`config.mk`:
```
export PLATFORM = sky130hd
export DESIGN_NAME = fetch_sequencer_flat
export DESIGN_NICKNAME = d
export VERILOG_FILES = /design/src/rtl/fetch_sequencer_if.sv /design/src/rtl/fetch_sequencer.sv /design/src/flat_wrapper.sv
export SDC_FILE = /design/constraint.sdc
export NUM_CORES = 1
export LEC_CHECK = 0
export BUFFER_PORTS_ARGS = -buffer_cell sky130_fd_sc_hd__buf_4
export CAP_MARGIN = 25
export CORE_MARGIN = 2
export CORE_UTILIZATION = 30
export CTS_BUF_LIST = sky130_fd_sc_hd__clkbuf_4 sky130_fd_sc_hd__clkbuf_8
export DETAILED_ROUTE_END_ITERATION = 10
export MAX_ROUTING_LAYER = met4
export PLACE_DENSITY_LB_ADDON = 0.12
export SLEW_MARGIN = 40
export SYNTH_ARGS = -nofsm -noshare
export SYNTH_HDL_FRONTEND = slang
export SYNTH_SLANG_ARGS = --single-unit
```
`constraint.sdc`:
```
create_clock -name i_clk -period 4.6 [get_ports i_clk]
set_input_delay 0 -clock i_clk [delete_from_list [all_inputs] [get_ports i_clk]]
set_output_delay 0 -clock i_clk [all_outputs]
set_load 0.03 [all_outputs]
```
`src/rtl/fetch_sequencer_if.sv`:
```
// Front-end fetch bus: control and ROM read port, plus the decode handshake.
interface fetch_sequencer_if;
    logic        start;
    logic [31:0] rom_size;
    logic        rom_en;
    logic [31:0] rom_addr;
    logic [31:0] rom_data;
    logic        redirect_valid;
    logic [31:0] redirect_pc;
    logic        inst_valid;
    logic [31:0] inst_data;
    logic [31:0] inst_pc;
    logic        inst_ready;
    logic        done;

    // Environment side: drives control, ROM data and decode ready.
    modport master (
        output start, rom_size, rom_data, redirect_valid, redirect_pc, inst_ready,
        input  rom_en, rom_addr, inst_valid, inst_data, inst_pc, done
    );

    // Sequencer side.
    modport slave (
        input  start, rom_size, rom_data, redirect_valid, redirect_pc, inst_ready,
        output rom_en, rom_addr, inst_valid, inst_data, inst_pc, done
    );
endinterface

```
`src/rtl/fetch_sequencer.sv`:
```
// Instruction fetch sequencer: owns the PC, issues one ROM read per cycle,
// absorbs the 1-cycle ROM latency and buffers returns in a 2-entry FIFO
// presented to decode over valid/ready.
module fetch_sequencer #(
    parameter logic [31:0] RESET_PC    = 32'h0,
    parameter int          INSTR_BYTES = 4
) (
    input  logic              i_clk,
    input  logic              i_reset,
    fetch_sequencer_if.slave  bus
);

    localparam logic [32:0] STEP  = 33'(INSTR_BYTES);
    localparam logic [32:0] STEP2 = 33'(2 * INSTR_BYTES);

    typedef enum logic [1:0] {ST_IDLE, ST_RUN, ST_DRAIN, ST_DONE} state_t;

    state_t      r_state, w_state_nxt;
    logic [31:0] r_pc, w_pc_nxt;
    logic        r_inflight;
    logic [31:0] r_inflight_pc;
    logic [31:0] r_fifo_data [2];
    logic [31:0] r_fifo_pc   [2];
    logic        r_rd_ptr, r_wr_ptr;
    logic [1:0]  r_count;
    logic        r_done;

    logic        w_issue, w_redirect, w_start, w_flush;
    logic        w_valid, w_pop, w_push, w_in_range, w_last;
    logic [31:0] w_redirect_tgt;

    // Redirect only matters while fetching; start only from IDLE/DONE.
    assign w_redirect     = bus.redirect_valid && (r_state == ST_RUN || r_state == ST_DRAIN);
    assign w_start        = bus.start && (r_state == ST_IDLE || r_state == ST_DONE);
    assign w_flush        = w_redirect || w_start;
    assign w_redirect_tgt = bus.redirect_pc & ~32'h3;
    assign w_valid        = (r_count != 2'd0);
    assign w_pop          = w_valid && bus.inst_ready;
    // A return landing in a flush cycle belongs to the old path and is dropped.
    assign w_push         = r_inflight && !w_flush;
    // 33-bit compares so a PC near 2^32 can never wrap back into range.
    assign w_in_range     = ({1'b0, r_pc} + STEP)  <= {1'b0, bus.rom_size};
    assign w_last         = ({1'b0, r_pc} + STEP2) >  {1'b0, bus.rom_size};

    // Next-state, next-PC and issue decision.
    always_comb begin
        w_state_nxt = r_state;
        w_pc_nxt    = r_pc;
        w_issue     = 1'b0;
        case (r_state)
            ST_IDLE: begin
                if (w_start) begin
                    w_state_nxt = ST_RUN;
                    w_pc_nxt    = RESET_PC;
                end
            end
            ST_RUN: begin
                if (w_redirect) begin
                    w_pc_nxt = w_redirect_tgt;
                end else if (!w_in_range) begin
                    w_state_nxt = ST_DRAIN;
                end else if ((3'(r_count) + 3'(r_inflight) < 3'd2) || w_pop) begin
                    // Slot is guaranteed free by the time this read returns.
                    w_issue  = 1'b1;
                    w_pc_nxt = r_pc + 32'(INSTR_BYTES);
                    if (w_last) begin
                        w_state_nxt = ST_DRAIN;
                    end
                end
            end
            ST_DRAIN: begin
                if (w_redirect) begin
                    w_state_nxt = ST_RUN;
                    w_pc_nxt    = w_redirect_tgt;
                end else if (!r_inflight && r_count == 2'd0) begin
                    w_state_nxt = ST_DONE;
                end
            end
            ST_DONE: begin
                if (w_start) begin
                    w_state_nxt = ST_RUN;
                    w_pc_nxt    = RESET_PC;
                end
            end
            default: w_state_nxt = ST_IDLE;
        endcase
    end

    // Control state: FSM, PC, in-flight flag, FIFO pointers and done.
    always_ff @(posedge i_clk) begin
        if (i_reset) begin
            r_state    <= ST_IDLE;
            r_pc       <= RESET_PC;
            r_inflight <= 1'b0;
            r_rd_ptr   <= 1'b0;
            r_wr_ptr   <= 1'b0;
            r_count    <= 2'd0;
            r_done     <= 1'b0;
        end else begin
            r_state    <= w_state_nxt;
            r_pc       <= w_pc_nxt;
            r_inflight <= w_issue;
            r_done     <= (w_state_nxt == ST_DONE);
            if (w_flush) begin
                r_rd_ptr <= 1'b0;
                r_wr_ptr <= 1'b0;
                r_count  <= 2'd0;
            end else begin
                if (w_push) r_wr_ptr <= ~r_wr_ptr;
                if (w_pop)  r_rd_ptr <= ~r_rd_ptr;
                r_count <= r_count + 2'(w_push) - 2'(w_pop);
            end
        end
    end

    // Datapath storage: issued PC tag and FIFO payload, no reset needed.
    always_ff @(posedge i_clk) begin
        if (w_issue) begin
            r_inflight_pc <= r_pc;
        end
        if (w_push) begin
            r_fifo_data[r_wr_ptr] <= bus.rom_data;
            r_fifo_pc[r_wr_ptr]   <= r_inflight_pc;
        end
    end

    assign bus.rom_en     = w_issue;
    assign bus.rom_addr   = w_issue ? r_pc : 32'h0;
    assign bus.inst_valid = w_valid;
    assign bus.inst_data  = w_valid ? r_fifo_data[r_rd_ptr] : 32'h0;
    assign bus.inst_pc    = w_valid ? r_fifo_pc[r_rd_ptr]   : 32'h0;
    assign bus.done       = r_done;

endmodule

```
`src/flat_wrapper.sv`:
```
// flat-port wrapper written by rule: the top's interface ports become plain ports
module fetch_sequencer_flat 
#(
    parameter logic [31:0] RESET_PC    = 32'h0,
    parameter int          INSTR_BYTES = 4
)
  (i_clk, i_reset, bus_start, bus_rom_size, bus_rom_data, bus_redirect_valid, bus_redirect_pc, bus_inst_ready, bus_rom_en, bus_rom_addr, bus_inst_valid, bus_inst_data, bus_inst_pc, bus_done);
  fetch_sequencer_if bus_i ();
  input  logic i_clk;
  input  logic i_reset;
  input wire logic [$bits(bus_i.start)-1:0] bus_start;
  input wire logic [$bits(bus_i.rom_size)-1:0] bus_rom_size;
  input wire logic [$bits(bus_i.rom_data)-1:0] bus_rom_data;
  input wire logic [$bits(bus_i.redirect_valid)-1:0] bus_redirect_valid;
  input wire logic [$bits(bus_i.redirect_pc)-1:0] bus_redirect_pc;
  input wire logic [$bits(bus_i.inst_ready)-1:0] bus_inst_ready;
  output wire logic [$bits(bus_i.rom_en)-1:0] bus_rom_en;
  output wire logic [$bits(bus_i.rom_addr)-1:0] bus_rom_addr;
  output wire logic [$bits(bus_i.inst_valid)-1:0] bus_inst_valid;
  output wire logic [$bits(bus_i.inst_data)-1:0] bus_inst_data;
  output wire logic [$bits(bus_i.inst_pc)-1:0] bus_inst_pc;
  output wire logic [$bits(bus_i.done)-1:0] bus_done;
  assign bus_i.start = bus_start;
  assign bus_i.rom_size = bus_rom_size;
  assign bus_i.rom_data = bus_rom_data;
  assign bus_i.redirect_valid = bus_redirect_valid;
  assign bus_i.redirect_pc = bus_redirect_pc;
  assign bus_i.inst_ready = bus_inst_ready;
  assign bus_rom_en = bus_i.rom_en;
  assign bus_rom_addr = bus_i.rom_addr;
  assign bus_inst_valid = bus_i.inst_valid;
  assign bus_inst_data = bus_i.inst_data;
  assign bus_inst_pc = bus_i.inst_pc;
  assign bus_done = bus_i.done;
  fetch_sequencer #(.RESET_PC(RESET_PC), .INSTR_BYTES(INSTR_BYTES)) u_core (.i_clk(i_clk), .i_reset(i_reset), .bus(bus_i));
endmodule
```
# Word level (Yosys, flattened, before mapping)
# Memories as Yosys holds them, arrays and structs flattened. A register that Yosys moved wholly into a read port is not among the register bits.
# Cells that the tools add are included.
[totals]
register_bits = 72
latchBits = 0
mem_bits_rw = 128
mem_bits_ro = 0
in_bits = 101
memories = 2
[mem_list]
columns = ["memory", "words", "width", "read_ports", "rd_ports_with_merged_regs", "write_ports", "line_no", "rtl"]
rows = [
  ["u_core.r_fifo_data", 2, 32, 1, 1, 1, "fetch_sequencer.sv:22", "logic [31:0] r_fifo_data [2];"],
  ["u_core.r_fifo_pc", 2, 32, 1, 1, 1, "fetch_sequencer.sv:23", "logic [31:0] r_fifo_pc [2];"],
]
[classes]
addsub = 6
multipliers = 0
n_div = 0
magnitude_cmp = 3
eq_ne = 8
n_shift = 0
n_mux = 27
bitwise = 2
n_reduce_logical = 17
[ops]
columns = ["op", "n"]
rows = [
  ["$mux W32", 8],
  ["$pmux W32 S3", 1],
  ["$add A32 B3 Y33 const B", 1],
  ["$add A32 B4 Y33 const B", 1],
  ["$gt A33 B32 Y1", 1],
  ["$le A33 B32 Y1", 1],
  ["$add A32 B3 Y32 const B", 1],
  ["$mux W2", 7],
  ["$mux W1", 10],
  ["$eq A2 B2 Y1 const B", 3],
  ["$pmux W2 S3", 1],
  ["$logic_and A1 B1 Y1", 5],
  ["$logic_not A2 Y1", 2],
  ["$logic_or A1 B1 Y1", 4],
  ["$ne A2 B1 Y1 const B", 2],
  ["$reduce_and A4 Y1", 1],
  ["$reduce_or A2 Y1", 2],
  ["$add A2 B1 Y3", 1],
  ["$lt A3 B2 Y1 const B", 1],
  ["$ne A3 B1 Y1 const B", 1],
  ["$ne A3 B2 Y1 const B", 1],
  ["$add A2 B1 Y2", 1],
  ["$eq A2 B1 Y1 const B", 1],
  ["$logic_not A1 Y1", 2],
  ["other kinds (3)", 4],
]

# Depth between registers and ports, before layout
# Gate-level depths: netlist of the first run.
[logic_depth]
word_depth = 8
depth_mapped = 19
depth_no_buf = 16

# Least setup slack after synthesis of the first run
# Ideal clock, no wire load.
[synth_path]
kind = "register to register"
start = "register u_core.r_state[0]"
end = "memory u_core.r_fifo_data[0][0] (enable)"
setup_ps = 490
t_arrival_ps = 4054
required_time_ps = 4110
slack_ps = 56
path_stages_with_launch = 7
n_path_buf = 0
period_less_slack_ps = 4544
path_cell_list = "dfxtp_1 > inv_1 > ha_1 > nor2_1 > a21oi_1 > and2_1 > nor2b_1"
[synth_via]
elab_chain_len = 8
elab_cells_between_ends = 13
cone_classes = "eq/ne (3); mux (2); reduce/logical (8)"
[synth_lines]
columns = ["item", "line_no", "rtl"]
rows = [
  ["from (decl)", "fetch_sequencer.sv:18", "state_t r_state, w_state_nxt;"],
  ["from (signal assigned)", "fetch_sequencer.sv:100", "r_state <= w_state_nxt;"],
  ["$eq A2 B1 Y1 (tied with other cells)", "fetch_sequencer.sv:33", "assign w_redirect = bus.redirect_valid && (r_state == ST_RUN || r_state == ST_DRAIN);"],
  ["$logic_or A1 B1 Y1 (on tied branches)", "fetch_sequencer.sv:33, fetch_sequencer.sv:34", ""],
  ["$logic_and A1 B1 Y1 (on tied branches)", "fetch_sequencer.sv:33, fetch_sequencer.sv:34", ""],
  ["$logic_or A1 B1 Y1 *", "fetch_sequencer.sv:35", "assign w_flush = w_redirect || w_start;"],
  ["$logic_not A1 Y1 *", "fetch_sequencer.sv:40", "assign w_push = r_inflight && !w_flush;"],
  ["$logic_and A1 B1 Y1 *", "fetch_sequencer.sv:40", ""],
  ["via u_core.w_push", "fetch_sequencer.sv:29", "logic w_valid, w_pop, w_push, w_in_range, w_last;"],
  ["$mux W1 *", "fetch_sequencer.sv:121", "if (w_push) begin"],
  ["$mux W1 (implied by the code) *", "fetch_sequencer.sv:122", "r_fifo_data[r_wr_ptr] <= bus.rom_data;"],
  ["to (decl)", "fetch_sequencer.sv:22", ""],
]
# Mark *: on every way through the listed nets, which the timed path passes. The rest lies on a longest branch.

# Final worst setup path of the first run
[layout_path]
start = "register u_core.r_pc[2]"
end = "output port bus_rom_addr[24]"
[layout_via]
elab_chain_len = 6
[layout_lines]
columns = ["item", "line_no", "rtl"]
rows = [
  ["from (decl)", "fetch_sequencer.sv:19", "logic [31:0] r_pc, w_pc_nxt;"],
  ["from (signal assigned)", "fetch_sequencer.sv:101", "r_pc <= w_pc_nxt;"],
  ["$add A32 B3 Y33", "fetch_sequencer.sv:42", "assign w_in_range = ({1'b0, r_pc} + STEP) <= {1'b0, bus.rom_size};"],
  ["$le A33 B32 Y1", "fetch_sequencer.sv:42", ""],
  ["$mux W1", "fetch_sequencer.sv:60", "end else if (!w_in_range) begin"],
  ["$mux W1", "fetch_sequencer.sv:58", "if (w_redirect) begin"],
  ["$mux W1", "fetch_sequencer.sv:50", "case (r_state)"],
  ["$mux W32", "fetch_sequencer.sv:128", "assign bus.rom_addr = w_issue ? r_pc : 32'h0;"],
  ["to (decl)", "flat_wrapper.sv:18", "output wire logic [$bits(bus_i.rom_addr)-1:0] bus_rom_addr;"],
]
# Every way passes these cells.

==> summary.txt, run 1 <==
Global routing
  • Initial antenna violation count: 1
  • Largest net degree at the start of global routing: 63
  • Grt ovf: 0
  • GRT Total Usage: 0.1687
  • Global-route wire length before repair: 44.74 mm
  • Vias in the first global route: 7631

Critical path
  • Type of the worst setup path: flip-flop to output pin
  • Crit-path max FO: 7
  • Crit start category: flip-flop
  • Crit path cell chain: ha_4, and3_4, nand3_1, nor2_2, and2_1, xor2_1, ha_1, a21oi_1, o21ai_0, a211oi_1, nor3_1, buf_4, nor3_1, nor2_1, buf_4, nor3_4, buf_6, clkbuf_16, and2_1, buf_6
  • Top delay family on crit path: simple AND/OR/NAND/NOR gates
  • CP Capture Type: output pin
  • Slowest stage cell, crit path: dfxtp_1
  • WP data arrival: 4.38 ns
  • CP bufs+invs: 5
  • Worst Path Required: 4.60 ns
  • Max incr delay on CP: 0.43 ns

Clock tree
  • CTS root buffer: clkbuf_8
  • Cts bufs inserted: 17
  • Clk Latency, worst-skew pair: 0.46 ns
  • Htree depth: 4
  • Clk pin slew, worst setup/hold paths: 0.12 ns
  • CTS Sinks: 193
  • CTS tree: done
  • Clock buffer depth: 2

Die
  • Die Span X: 188.9 um
  • Core area: 0.03362 mm2
  • Top Ports: 200
  • Area of the die: 0.03569 mm2
  • Die height: 188.9 um
  • Row count: 67
  • Initial cell density of the core: 0.3052

Timing
  • Final setup viols: 0
  • Slew HR: 0.4683
  • Tcrit/Tclk final: 0.9531
  • Final worst clock skew: 0.02094 ns
  • Setup WS post-layout: 0.2158 ns
  • Final Max Slew Viols: 0
  • Worst Max-Slew Pin Slew: 0.7956 ns
  • Max Freq: 0.2281 GHz
  • Minimum clock period: 4.384 ns
  • Final hold viol count: 0
  • Setup TNS: 0 ns

Outcome
  • Status: completed

Synthesis
  • Post-synth EDFFs: 154
  • Ys async rst share: 0
  • Flops & latches, synth: 193
  • Gate Count Post-Synth: 946
  • Synth unique cells: 57
  • Register area share after synthesis: 0.5269
  • Post-Syn Area: 0.01026 mm2
  • Ys Warns: 0
  • Synthesized area per cell: 10.84 um2
  • Dominant synthesized flop cell: edfxtp_1

Power and ir drop
  • P_leak: 5.575 nW
  • Sequential share of power: 0.495
  • Int Pwr: 0.002934 W
  • Sw Share: 0.3207
  • Pwr dens: 309.1 mW/mm2
  • NetSw: 0.001385 W
  • Clk pwr share: 0.241
  • VDD IR max: 157.2 uV
  • Comb power frac: 0.264

Detailed routing
  • Routed Antenna Nets: 0
  • DR pass1 iterations: 5
  • Detailed-route via count: 7999
  • Drc violations: 0
  • Final WL: 30.09 mm
  • Avg WL per Cell: 17.73 um
  • Drt initial violations: 388
  • Vias per cell: 4.714

Placed design
  • GP Congestion: 0.8804
  • Post-place setup slack: 0.1536 ns
  • Detailed Place HPWL: 21.40 mm
  • I/O Buffers: 193

Layout
  • Share of cells above drive strength 1: 0.2778
  • Area Growth Syn to Fin: 36.16%
  • Fillers: 3329
  • Most frequent cells in the layout: buf_4, edfxtp_1, nor2_1
  • Commonest non-fill, non-tap cell in the layout: buf_4
  • Final net count: 1404
  • N_diodes: 0

Job
  • Max cap viols: 0

Hold path
  • Worst min-delay path category: input port to flip-flop
## final timing paths
check,start,endpoint,slack (ns),cells after the start
setup / recovery,u_core.r_pc[2],bus_rom_addr[24],0.22,20
hold / removal,bus_redirect_pc[26],u_core.r_pc[26],0.04,5
setup reg to reg,u_core.r_pc[3],u_core.bus.done,0.42,14
hold reg to reg,u_core.r_inflight_pc[13],u_core.r_fifo_pc[1][13],0.45,0
## cells in the mapped netlist (all sizes together), types with 28 or more instances
cell	instances	area share
xnor2	39	0.033
nor2	129	0.047
and2	30	0.018
mux2i	62	0.060
buf	28	0.015
edfxtp	154	0.45
dfxtp	39	0.076
a21oi	45	0.022
inv	44	0.016
clkbuf	30	0.011
ha	67	0.082
nand2	67	0.025
nand3	31	0.015
## stage by stage
stage	total power, W	cell area, um2	util	hold WS [ns]	cells
floorplan	0.002747	10270	-	0.09887	949
global placement	0.003153	12480	0.3713	0.1854	1585
detailed placement	0.003165	12510	0.3722	0.1881	1586
CTS	0.004290	13600	0.4044	0.007096	1684
global route	0.004550	13970	0.4155	0.03917	1697
finish	0.004318	13970	0.4155	0.04322	1697
## tightest hold or removal path, stage by stage
cell	delay, ns
buf_4	0.13
nand2_1	0.05
nand2_1	0.07
a21oi_1	0.13
a211oi_1	0.08
## cell type report
cell class                 count  area (um2)  share of cell area
multi-input combinational    653        4676              0.3347
clock buffer                  18       241.5             0.01729
clock inverter                14       118.9            0.008509
inverter                      45       168.9             0.01209
timing repair buffer         326        2785              0.1994
tap                          448       560.5             0.04013
sequential                   193        5418              0.3879
## flip-flops by register name, summed over array words and instances (netlist names), named ones only
register,cells
u_core.r_pc,30
u_core.r_fifo_data,64
u_core.r_count,2
u_core.bus.done,1
u_core.r_rd_ptr,1
u_core.r_fifo_pc,60
u_core.r_inflight,1
u_core.r_inflight_pc,30
u_core.r_wr_ptr,1
u_core.r_state,2
## timing repair
action | 4_1_cts | 5_1_grt
buffers inserted | 1 | 10
pin swaps | 1 | 18
cloned | 1 | 3
setup endpoints to repair | 31 | 63
endpoints found under the hold margin | 97 | 0
resized for setup | 10 | 53
hold buffers | 64 | 0
## layer usage
metal | routed length (um) | GRT usage
met1 | 14330 | 0.2310
met2 | 14330 | 0.2694
met3 | 1028 | 0.02076
met4 | 400 | 0.03456
met5 | 0 | -
## kinds of logic after synthesis
group	Yosys count	share of synthesized area
AND/OR/NAND/NOR	330	0.1540
buffers and inverters	103	0.04244
AO/OA/AOI/OAI	131	0.08367
other	1	0.0003655
adder cells (fa/ha/maj)	67	0.08172
XOR/XNOR	59	0.05037
flip-flops	193	0.5269
multiplexers	62	0.06050
## power by group through the flow
stage | Combinational (W) | Sequential (W) | Clock, W
2_1_floorplan | 0.000607 | 0.00214 | 0
3_3_place_gp | 0.000982 | 0.00217 | 0
3_5_place_dp | 0.000989 | 0.00218 | 0
4_1_cts | 0.00107 | 0.00214 | 0.00108
5_1_grt | 0.00125 | 0.00216 | 0.00115
6_report | 0.00114 | 0.00214 | 0.00104
(Power assumes the default switching activity.)
==> inputs of run 2 (changes only) <==
--- a/config.mk
+++ b/config.mk
@@ -13,6 +13,7 @@
 export DETAILED_ROUTE_END_ITERATION = 10
 export MAX_ROUTING_LAYER = met4
 export PLACE_DENSITY_LB_ADDON = 0.12
+export SETUP_SLACK_MARGIN = 0.3
 export SLEW_MARGIN = 40
 export SYNTH_ARGS = -nofsm -noshare
 export SYNTH_HDL_FRONTEND = slang
==> run 2 against run 1 <==
Against the previous run:
- via count up 0.99%
- setup slack better by 0.080 ns
- flip-flop and latch count unchanged
- core utilization up 1.3 points
- critical endpoint is now bus_rom_addr[21]
- largest power group unchanged
==> summary.txt, run 2 (same netlist as run 1, synthesis figures left out) <==
Layout
  • Most frequent cells in the layout: buf_4, edfxtp_1, nor2_1
  • Finished Core Util: 0.4287
  • Top reg by flops: u_core.r_fifo_data
  • Area Growth Syn to Fin: 40.48%
  • Max FFs per register: 64
  • Commonest non-fill, non-tap cell in the layout: buf_4
  • Share of cells above drive strength 1: 0.3139
  • Biggest regs: u_core.r_fifo_data x64, u_core.r_fifo_pc x60
  • Final instance area: 0.01441 mm2
  • Final cell count without fillers: 1719
  • Fillers: 3244
  • N_diodes: 0
  • Final net count: 1426

Global routing
  • Vias in the first global route: 7874
  • GRT Total Usage: 0.1712
  • Grt ovf: 0
  • Global-route wire length before repair: 44.99 mm
  • Initial antenna violation count: 0
  • Largest net degree at the start of global routing: 63

Critical path
  • CP Capture Type: output pin
  • Reg2reg path depth: 22
  • WP data arrival: 4.30 ns
  • Slowest stage cell, crit path: dfxtp_4
  • CP bufs+invs: 5
  • Critical Path End: bus_rom_addr[21]
  • Type of the worst setup path: flip-flop to output pin
  • Crit Reg-Reg Endpoint: u_core.r_pc[8]
  • Crit. Startpoint: u_core.r_pc[3]
  • Worst Path Required: 4.60 ns
  • Crit path cell chain: ha_4, nand4_1, nor3_1, buf_4, nand4_1, or2_4, nor2_4, xor2_1, ha_1, nand3_2, nor4_2, buf_4, a211oi_4, a31oi_2, nor3_2, nor2_2, nor3_4, buf_12, buf_12, and2_1, buf_6
  • Crit-path max FO: 6
  • Top delay family on crit path: simple AND/OR/NAND/NOR gates
  • R2R setup slack: 0.40 ns
  • Crit start category: flip-flop
  • WP depth: 21
  • RR Startpoint: u_core.r_pc[3]
  • Max incr delay on CP: 0.39 ns

Timing
  • Final worst clock skew: 0.01849 ns
  • Worst Max-Slew Pin Slew: 0.8315 ns
  • Tcrit/Tclk final: 0.9356
  • Max Freq: 0.2324 GHz
  • Final setup viols: 0
  • Minimum clock period: 4.304 ns
  • Final Max Slew Viols: 0
  • Min Hold Slack: 0.08319 ns
  • Slew HR: 0.4443
  • Setup TNS: 0 ns
  • Final hold viol count: 0
  • RSZ-0062 raised after global routing: true

Die
  • Row count: 67
  • Core area: 0.03362 mm2
  • Die Span X: 188.9 um
  • Top Ports: 200
  • Initial cell density of the core: 0.3052
  • Area of the die: 0.03569 mm2
  • Die height: 188.9 um

Placed design
  • Detailed Place HPWL: 21.52 mm
  • Placed instance area: 0.01250 mm2
  • DP Cell Count: 1587
  • I/O Buffers: 193
  • GP Congestion: 0.8934

Clock tree
  • Clk Latency, worst-skew pair: 0.46 ns
  • Htree depth: 4
  • CTS root buffer: clkbuf_8
  • CTS Sinks: 193
  • Clk pin slew, worst setup/hold paths: 0.10 ns
  • Cts bufs inserted: 17
  • Clock buffer depth: 2
  • CTS tree: done

Detailed routing
  • Drt initial violations: 441
  • Detailed-route via count: 8078
  • Drc violations: 0
  • DR pass1 iterations: 5
  • Vias per cell: 4.699
  • Final WL: 30.10 mm
  • Avg WL per Cell: 17.51 um
  • Routed Antenna Nets: 0

Power and ir drop
  • VDD IR max: 135.3 uV
  • P_leak: 5.791 nW
  • Pwr dens: 313.4 mW/mm2

Job
  • Max cap viols: 0

Hold path
  • Worst min-delay path category: input port to flip-flop

Outcome
  • Status: completed
==> run 2: how the worst min path moves through the flow <==
stage	from	end	slack (ns)	cells past startpoint
after floorplan	bus_rom_data[0]	u_core.r_fifo_data[0][0]	0.1	0
after global placement	bus_rom_data[28]	u_core.r_fifo_data[1][28]	0.19	1
after detailed placement	bus_rom_data[11]	u_core.r_fifo_data[0][11]	0.19	1
after CTS	bus_redirect_valid	u_core.r_state[0]	0.03	3
after global routing	bus_redirect_valid	u_core.r_state[0]	0.07	3
final	bus_redirect_valid	u_core.r_state[0]	0.08	3
==> run 2: worst min-delay path: stages <==
cell	delay [ns]
buf_4	0.09
nand2b_1	0.22
a31oi_1	0.20
==> run 2: what timing repair did <==
action                     CTS  global route
hold buffers                65             0
pin swaps                   16             8
setup endpoints to repair   56            64
resized for setup           56            55
hold endpoints to repair    99             0
cloned                       2             2
setup buffers               23             8
==> run 2: area by class of cell <==
cell class	instances	area, um2	area share
Multi-Input combinational cell	653	4831	0.3352
Timing Repair Buffer	348	3003	0.2084
Clock buffer	18	241.5	0.01676
Sequential cell	193	5420	0.3761
Clock inverter	14	186.4	0.01294
Inverter	45	168.9	0.01172
Tap cell	448	560.5	0.03890
==> run 2: power breakdown <==
| part | internal [W] | switching (W) |
|---|---|---|
| Sequential | 0.00205 | 0.0000859 |
| Clock | 0.000597 | 0.000591 |
| Combinational | 0.000519 | 0.000674 |
| Total | 0.00317 | 0.00135 |
==> run 2: routing by layer <==
metal	vias to the layer above	GRT usage	part of all wire
li1	4016	-	-
met1	3856	0.2280	0.47
met2	189	0.2777	0.49
met3	17	0.02224	0.032
met4	0	0.04087	0.011
met5	-	-	0
==> run 2: per-stage QoR <==
step / total power [W] / setup slack [ns]
floorplan: 0.002746 / 0.3463
global placement: 0.003148 / 0.1851
detailed placement: 0.003161 / 0.1665
CTS: 0.004490 / 0.3046
global route: 0.004748 / 0.1431
finish: 0.004517 / 0.2962
==> inputs of run 3 (changes only) <==
--- a/config.mk
+++ b/config.mk
@@ -7,10 +7,11 @@
 export LEC_CHECK = 0
 export BUFFER_PORTS_ARGS = -buffer_cell sky130_fd_sc_hd__buf_4
 export CAP_MARGIN = 25
-export CORE_MARGIN = 2
+export CORE_MARGIN = 8
 export CORE_UTILIZATION = 30
 export CTS_BUF_LIST = sky130_fd_sc_hd__clkbuf_4 sky130_fd_sc_hd__clkbuf_8
 export DETAILED_ROUTE_END_ITERATION = 10
+export GPL_TIMING_DRIVEN = 0
 export MAX_ROUTING_LAYER = met4
 export PLACE_DENSITY_LB_ADDON = 0.12
 export SETUP_SLACK_MARGIN = 0.3
==> run 3 against run 2 <==
Against the previous run:
- clock power grew 4%
- critical path depth rose by 3
- worst hold slack got worse by 0.020 ns
- highest routed layer unchanged
- maximum frequency down 2.8%
- first-iteration DRC count down 37%
==> summary.txt, run 3 (same netlist as run 1, synthesis figures left out) <==
Outcome
  • Status: completed

Clock tree
  • Htree depth: 4
  • CTS Sinks: 193
  • Clk pin slew, worst setup/hold paths: 0.10 ns
  • CTS tree: done
  • Cts bufs inserted: 17
  • Clock buffer depth: 2
  • CTS root buffer: clkbuf_8
  • Clk Latency, worst-skew pair: 0.46 ns

Layout
  • Share of cells above drive strength 1: 0.3638
  • Finished Core Util: 0.4575
  • N_diodes: 0
  • Area Growth Syn to Fin: 49.92%
  • Final net count: 1466
  • Biggest regs: u_core.r_fifo_data x64, u_core.r_fifo_pc x60
  • Max FFs per register: 64
  • Most frequent cells in the layout: buf_4, edfxtp_1, nor2_1
  • Top reg by flops: u_core.r_fifo_data
  • Commonest non-fill, non-tap cell in the layout: buf_4

Placed design
  • I/O Buffers: 192
  • Detailed Place HPWL: 24.64 mm
  • GP Congestion: 0.8533
  • Post-place setup slack: -1.115 ns

Global routing
  • Largest net degree at the start of global routing: 25
  • Initial antenna violation count: 0
  • Global-route wire length before repair: 50.37 mm
  • Grt ovf: 0
  • GRT Total Usage: 0.1650
  • Vias in the first global route: 8575

Timing
  • Slew HR: 0.3712
  • Final setup viols: 0
  • Final Max Slew Viols: 0
  • Final worst clock skew: 0.01898 ns
  • Worst Max-Slew Pin Slew: 0.9432 ns
  • Max Freq: 0.2260 GHz
  • Final hold viol count: 0
  • Tcrit/Tclk final: 0.9621
  • Setup WS post-layout: 0.1742 ns
  • RSZ-0062 raised after global routing: true
  • Minimum clock period: 4.426 ns

Detailed routing
  • Routed Antenna Nets: 0
  • Detailed-route via count: 8382
  • Vias per cell: 4.765
  • Final WL: 33.78 mm
  • Drt initial violations: 277
  • DR pass1 iterations: 5
  • Drc violations: 0
  • Avg WL per Cell: 19.20 um

Critical path
  • WP data arrival: 4.80 ns
  • CP Capture Type: flip-flop
  • Crit start category: flip-flop
  • Crit-path max FO: 7
  • Worst Path Required: 4.98 ns
  • Type of the worst setup path: flip-flop to flip-flop

Job
  • Max cap viols: 0

Power and ir drop
  • P_leak: 6.135 nW
  • Pwr dens: 311.0 mW/mm2
  • VDD IR max: 200.9 uV
  • Sequential share of power: 0.446
  • Comb power frac: 0.294
  • Clk pwr share: 0.260
  • Int Pwr: 0.003331 W
  • Sw Share: 0.3036
  • NetSw: 0.001452 W

Die
  • Core area: 0.03362 mm2
  • Die Span X: 200.9 um
  • Top Ports: 200
  • Initial cell density of the core: 0.3052
  • Row count: 67
  • Area of the die: 0.04037 mm2
  • Die height: 200.9 um

Hold path
  • Worst min-delay path category: input port to flip-flop
## run 3: cell types whose count changed in the layout (fill, tap and decap cells not counted), moves of 7 or more
cell      before  now
clkbuf_1       0   25
nor2_1       118  111
and2_1        13    6
a221oi_1      12    4
dfxtp_1       33   26
buf_6         26   41
buf_4        249  216
buf_8          0   16
dfxtp_2        3   10
and2_4        17   24
## run 3: critical path: stages, from the launching register on
cell and delay [ns]:
dfxtp_4 0.39, ha_4 0.14, nand4_1 0.08, buf_6 0.15
nor3_4 0.21, nand4_1 0.21, or2_1 0.29, buf_8 0.14
xnor2_4 0.13, ha_4 0.28, nand4_1 0.18, nor4_4 0.36
a211oi_2 0.10, a31oi_2 0.25, buf_4 0.16, buf_6 0.08
buf_6 0.08, buf_6 0.08, nor4_2 0.03, buf_4 0.18
o21ai_4 0.30, buf_6 0.16, clkbuf_16 0.15, o21ai_2 0.05
a21oi_1 0.15
## run 3: final timing paths
path | from | to | slack (ns) | cells after the start
max reg2reg | u_core.r_pc[4] | u_core.r_pc[31] | 0.17 | 24
min reg2reg | u_core.r_pc[22] | u_core.r_inflight_pc[22] | 0.44 | 0
min | i_reset | u_core.r_pc[8] | 0.06 | 3
max | u_core.r_pc[4] | u_core.r_pc[31] | 0.17 | 24
## run 3: area by class of cell
cell class / instances / area, um2
Clock buffer: 19 / 249.0
Buffer: 58 / 441.7
Fill cell: 3199 / 18240
Tap cell: 448 / 560.5
Sequential cell: 193 / 5429
Timing Repair Buffer: 329 / 3033
Multi-Input combinational cell: 654 / 5293
Inverter: 45 / 168.9
Clock inverter: 13 / 205.2
## run 3: timing repair
action	4_1_cts	5_1_grt
gates cloned	4	6
hold endpoints to repair	99	0
hold buffers	65	0
gates resized for setup	157	134
endpoints found under the setup margin	95	93
pin swaps	30	58
setup buffers	35	22
## run 3: per-stage QoR
stage               TNS [ns]  cells  instance area (um2)  hold WS, ns  power [W]
floorplan                  0    949                10270      0.09887   0.002746
global placement      -89.61   1589                12280       0.1851   0.003121
detailed placement    -81.76   1595                12430       0.1879   0.003147
CTS                        0   1731                14480      0.02092   0.004619
global route               0   1759                15380      0.07680   0.005009
finish                     0   1759                15380      0.06294   0.004784
## run 3: power groups by stage
stage          Clock, W  Sequential (W)  Combinational (W)
2_1_floorplan         0         0.00214           0.000609
3_3_place_gp          0         0.00217           0.000955
3_5_place_dp          0         0.00217           0.000979
4_1_cts         0.00129         0.00213            0.00120
5_1_grt         0.00134         0.00215            0.00152
6_report        0.00124         0.00213            0.00141
## run 3: per-layer routing
layer | wire [um] | global-route usage | up-vias | share of wire
li1 | - | - | 4110 | -
met5 | 0 | - | - | 0
met1 | 14690 | 0.2010 | 3982 | 0.44
met2 | 16940 | 0.2797 | 242 | 0.50
met3 | 1156 | 0.02501 | 48 | 0.034
met4 | 989 | 0.04888 | 0 | 0.029
